==> src/rtl/lr_shift_sequencer_pkg.sv <==
// Shared widths, FSM state codes and shifter control codes for the L/R shift sequencer.
package lr_shift_sequencer_pkg;

    localparam int unsigned LR_WIDTH = 8;
    localparam int unsigned LR_CNT_W = 4;

    typedef enum logic [1:0] {
        S_IDLE  = 2'd0,
        S_LOAD  = 2'd1,
        S_SHIFT = 2'd2,
        S_DONE  = 2'd3
    } state_e;

    // {L, R} encodings understood by the shifter; 2'b11 is never driven
    localparam logic [1:0] LR_LOAD  = 2'b00;
    localparam logic [1:0] LR_RIGHT = 2'b01;
    localparam logic [1:0] LR_LEFT  = 2'b10;

endpackage

==> src/rtl/lr_shift_shadow.sv <==
// Shadow copy of the external shifter: same load/left/right behaviour, fed by the same controls.
module lr_shift_shadow
    import lr_shift_sequencer_pkg::*;
#(
    parameter int unsigned WIDTH = LR_WIDTH
) (
    input  logic             clk,
    input  logic             rst_n,
    input  logic [WIDTH-1:0] load_val,
    input  logic             l,
    input  logic             r,
    input  logic             si,
    output logic [WIDTH-1:0] q,
    output logic [WIDTH-1:0] q_nxt_c
);

    logic [1:0] lr;

    assign lr = {l, r};

    // Next contents, exposed so the sequencer can pick the rotate bit one cycle ahead
    always_comb begin
        q_nxt_c = q;
        case (lr)
            LR_LOAD:  q_nxt_c = load_val;
            LR_RIGHT: q_nxt_c = {si, q[WIDTH-1:1]};
            LR_LEFT:  q_nxt_c = {q[WIDTH-2:0], si};
            default:  q_nxt_c = q;
        endcase
    end

    always_ff @(posedge clk or negedge rst_n) begin
        if (!rst_n) begin
            q <= '0;
        end else begin
            q <= q_nxt_c;
        end
    end

endmodule

==> src/rtl/lr_shift_sequencer.sv <==
// Command stage for the L/R shift register: accepts a shift command, drives In/L/R/Si
// cycle by cycle and tracks the shifter contents in a shadow register.
module lr_shift_sequencer
    import lr_shift_sequencer_pkg::*;
#(
    parameter int unsigned WIDTH = LR_WIDTH,
    parameter int unsigned CNT_W = LR_CNT_W
) (
    input  logic             Clk,
    input  logic             Rst_n,
    input  logic             Cmd_valid,
    output logic             Cmd_ready,
    input  logic             Cmd_dir,
    input  logic             Cmd_rot,
    input  logic             Cmd_si,
    input  logic [CNT_W-1:0] Cmd_count,
    input  logic [WIDTH-1:0] Cmd_data,
    output logic [WIDTH-1:0] In,
    output logic             L,
    output logic             R,
    output logic             Si,
    output logic [WIDTH-1:0] Out_data,
    output logic             Busy,
    output logic             Done
);

    state_e             state_q, state_d;
    logic [CNT_W-1:0]   rem_q, rem_d;
    logic               dir_q, dir_d;
    logic               rot_q, rot_d;
    logic               fill_q, fill_d;

    logic [WIDTH-1:0]   in_d;
    logic               l_d, r_d, si_d;
    logic               busy_d, done_d, ready_d;

    logic [CNT_W-1:0]   count_eff;
    logic [WIDTH-1:0]   shadow_nxt;
    logic               shift_si;

    assign count_eff = (Cmd_count > CNT_W'(WIDTH)) ? CNT_W'(WIDTH) : Cmd_count;

    // Si for the upcoming shift cycle, taken from the word the shifter will hold then
    assign shift_si = rot_q ? (dir_q ? shadow_nxt[0] : shadow_nxt[WIDTH-1]) : fill_q;

    lr_shift_shadow #(
        .WIDTH (WIDTH)
    ) u_shadow (
        .clk      (Clk),
        .rst_n    (Rst_n),
        .load_val (In),
        .l        (L),
        .r        (R),
        .si       (Si),
        .q        (Out_data),
        .q_nxt_c  (shadow_nxt)
    );

    // Next state and next registered outputs
    always_comb begin
        state_d = state_q;
        rem_d   = rem_q;
        dir_d   = dir_q;
        rot_d   = rot_q;
        fill_d  = fill_q;
        in_d    = In;
        l_d     = 1'b0;
        r_d     = 1'b0;
        si_d    = 1'b0;
        busy_d  = 1'b0;
        done_d  = 1'b0;
        ready_d = 1'b0;

        case (state_q)
            S_IDLE: begin
                ready_d = 1'b1;
                if (Cmd_valid && Cmd_ready) begin
                    state_d = S_LOAD;
                    dir_d   = Cmd_dir;
                    rot_d   = Cmd_rot;
                    fill_d  = Cmd_si;
                    rem_d   = count_eff;
                    in_d    = Cmd_data;
                    busy_d  = 1'b1;
                    ready_d = 1'b0;
                end
            end
            S_LOAD: begin
                if (rem_q != '0) begin
                    state_d = S_SHIFT;
                    busy_d  = 1'b1;
                    l_d     = ~dir_q;
                    r_d     = dir_q;
                    si_d    = shift_si;
                end else begin
                    state_d = S_DONE;
                    done_d  = 1'b1;
                    in_d    = shadow_nxt;
                end
            end
            S_SHIFT: begin
                if (rem_q == CNT_W'(1)) begin
                    state_d = S_DONE;
                    rem_d   = '0;
                    done_d  = 1'b1;
                    // Reloading the final word leaves the shifter unchanged
                    in_d    = shadow_nxt;
                end else begin
                    rem_d   = rem_q - CNT_W'(1);
                    busy_d  = 1'b1;
                    l_d     = ~dir_q;
                    r_d     = dir_q;
                    si_d    = shift_si;
                end
            end
            S_DONE: begin
                state_d = S_IDLE;
                ready_d = 1'b1;
            end
            default: begin
                state_d = S_IDLE;
                ready_d = 1'b1;
            end
        endcase
    end

    always_ff @(posedge Clk or negedge Rst_n) begin
        if (!Rst_n) begin
            state_q   <= S_IDLE;
            rem_q     <= '0;
            dir_q     <= 1'b0;
            rot_q     <= 1'b0;
            fill_q    <= 1'b0;
            In        <= '0;
            L         <= 1'b0;
            R         <= 1'b0;
            Si        <= 1'b0;
            Busy      <= 1'b0;
            Done      <= 1'b0;
            Cmd_ready <= 1'b1;
        end else begin
            state_q   <= state_d;
            rem_q     <= rem_d;
            dir_q     <= dir_d;
            rot_q     <= rot_d;
            fill_q    <= fill_d;
            In        <= in_d;
            L         <= l_d;
            R         <= r_d;
            Si        <= si_d;
            Busy      <= busy_d;
            Done      <= done_d;
            Cmd_ready <= ready_d;
        end
    end

endmodule

==> config.mk <==
export PLATFORM = sky130hd
export DESIGN_NAME = lr_shift_sequencer
export DESIGN_NICKNAME = d
export VERILOG_FILES = /design/src/rtl/lr_shift_sequencer_pkg.sv /design/src/rtl/lr_shift_shadow.sv /design/src/rtl/lr_shift_sequencer.sv
export SDC_FILE = /design/constraint.sdc
export NUM_CORES = 1
export LEC_CHECK = 0
export BUFFER_PORTS_ARGS = -buffer_cell sky130_fd_sc_hd__buf_2
export CORE_MARGIN = 8
export CORE_UTILIZATION = 55
export CTS_BUF_LIST = sky130_fd_sc_hd__clkbuf_4 sky130_fd_sc_hd__clkbuf_8 sky130_fd_sc_hd__clkbuf_16
export DETAILED_ROUTE_END_ITERATION = 12
export MAX_ROUTING_LAYER = met4
export PLACE_DENSITY_LB_ADDON = 0.3
export SYNTH_ARGS = -nofsm -noshare
export SYNTH_HDL_FRONTEND = slang
export SYNTH_SLANG_ARGS = --single-unit
==> constraint.sdc <==
create_clock -name Clk -period 4.65 [get_ports Clk]
set_clock_uncertainty 0.15 [all_clocks]
set_input_delay 0.93 -clock Clk [delete_from_list [all_inputs] [get_ports Clk]]
set_output_delay 0.93 -clock Clk [all_outputs]
set_load 0.1 [all_outputs]
==> impl_metrics.json <==
{
  "final-setup-viol-count": 0,
  "via_count": 1413,
  "grt_pass1_vias": 1460,
  "synthMostInstantiatedCell": "dfrtp_1",
  "cts_buffer_depth": 2,
  "grt_pass1_wl_um": 6760,
  "netlist_area_um2": 1780,
  "clock_latency_ps": 330,
  "grt_use_total": 0.167,
  "start_util": 0.582,
  "hpwl_um": 2980,
  "cts.sinks": 31,
  "end_kind": "output pin",
  "rsz0062_at_grt": "false",
  "crit_arrival_ps": 1970,
  "critPathMaxStageDelay_ps": 1060,
  "totalWireLength_um": 4100,
  "die_area_um2": 5300,
  "fmax_ghz": 0.328,
  "hp-class": "register to register",
  "slew_violations": 0,
  "rows": 20,
  "dr.pass1.iters": 4,
  "fp.dieH_um": 72.8,
  "postLayoutCellArea_um2": 2060,
  "drc": 0,
  "setup_tns_ps": 0,
  "crit_type": "register to output pin",
  "drive_gt1_frac": 0.312,
  "cp_num_buf_inv": 1,
  "ys_types": 44,
  "final_nets": 228,
  "antenna_found_initial": 0,
  "status": "finished clean",
  "post-cts-setup-buffers": 0,
  "synth_common_cells": "dfrtp_1, a21oi_1, mux2i_1, nor2_1",
  "fin_crit_sh": 0.657,
  "overflow": 0,
  "critPathTopFamily": "flip-flops",
  "die_x_um": 72.8,
  "yosysSeqAreaShare": 0.437,
  "core_area_um2": 3050,
  "worstMarginPinSlew_ps": 1080,
  "ios": 40,
  "cap_violations": 0,
  "synthArstFlopShare": 1.00,
  "synth_ff_type": "dfrtp_1",
  "cp-start-kind": "register",
  "drtAntennaViolNets": 0,
  "io_buffers": 39,
  "cts_hold_buf": 0,
  "placement.cell_area_um2": 1980,
  "tritoncts": "yes",
  "syn_nets": 191,
  "synth-edff-count": 0,
  "syn2layout_area_growth_pct": 15.7,
  "diodes": 0,
  "cpMaxStageDelayCell": "dfrtp_1",
  "yosysTopAreaCellShare": 0.423,
  "ys.warnings.count": 0,
  "vias_per_cell": 5.74,
  "synth_top_area_cell": "dfrtp_1",
  "min_period_ps": 3050,
  "ctsRootBufferMaster": "clkbuf_4",
  "critPathMaxFanout": 30,
  "cts_made_buffers": 5,
  "routabilityCongestion": 0.841,
  "relSlewSlack": 0.282,
  "clkTransAtPathRegs_ps": 100,
  "drtIter0Drc": 145,
  "synthTopCellsByArea": "dfrtp_1, ha_1, mux2i_1",
  "synthesis.area_per_instance_um2": 10.8,
  "netlist_instances": 164,
  "wl_per_cell_um": 16.7,
  "cts_resized": 0,
  "worstPathRequired_ps": 3570,
  "grt_max_degree": 32,
  "htreeDepth": 2,
  "path_cells": "buf_2",
  "hold_viol_final": 0,
  "r2r_setup_slack_ps": 2220,
  "synth-seq-cells": 31
}
[final timing paths]
check | start | to | depth (start not counted)
max | R | R | 1
min | rot_q | Si | 1
max reg2reg | state_q[1] | In[3] | 5
min reg2reg | rot_q | Si | 1
max in group asynchronous | Rst_n | In[2] | 1
min in group asynchronous | Rst_n | Si | 1
[cells in the final DEF (no fill, tap or decap), drive strengths merged, types with 3 or more instances in the layout]
| cell type | instances |
|---|---|
| mux4 | 4 |
| o2bb2ai | 8 |
| nand2 | 3 |
| dfrtp | 30 |
| clkbuf | 8 |
| mux2 | 3 |
| mux2i | 11 |
| a21oi | 15 |
| nor2 | 11 |
| ha | 9 |
| o21ai | 8 |
| inv | 9 |
| buf | 39 |
| a211oi | 4 |
| nand2b | 5 |
| o21bai | 3 |
[registers in the layout (all words and copies together), names as in the netlist]
name        count
R               1
dir_q           1
fill_q          1
Busy            1
In              8
state_q         2
u_shadow.q      8
Si              1
Cmd_ready       1
Done            1
rem_q           4
rot_q           1
L               1
[per-layer routing]
layer,up-vias,wire [µm],GRT usage,share of wire
met5,-,0,-,0
met4,0,52,0.0689,0.013
met1,670,1930,0.210,0.47
li1,686,-,-,-
met3,6,263,0.0549,0.064
met2,51,1860,0.240,0.45
[layout make-up]
cell class | instances | area (µm²)
fillers | 257 | 997
multi-input cells | 115 | 922
flip-flops and latches | 31 | 777
repair buffers | 39 | 195
clock buffers | 8 | 72.6
well taps | 44 | 55.1
inverters | 9 | 33.8
[metrics by stage]
step	cells	hold slack, ps	util	worst slack, ps
after floorplan	164	292	-	2300
after global placement	238	321	0.650	2030
after detailed placement	238	353	0.650	1980
after CTS	246	361	0.673	1590
after global routing	246	376	0.673	1480
final	246	349	0.673	1600
[cell families (layout without fill, tap and decap cells)]
| group | count (synthesis) | after routing | share of synthesized area |
|---|---|---|---|
| AOI/OAI and AO/OA | 57 | 57 | 0.228 |
| adders and majority gates | 9 | 9 | 0.0634 |
| buffers and inverters | 18 | 56 | 0.0437 |
| DFF | 31 | 31 | 0.437 |
| muxes | 18 | 18 | 0.132 |
| and+or+nand+nor | 31 | 31 | 0.0958 |
Power is left out: the tool's default activity adds up to more than one toggle a clock period on the data nets, which glitch-free logic cannot reach.
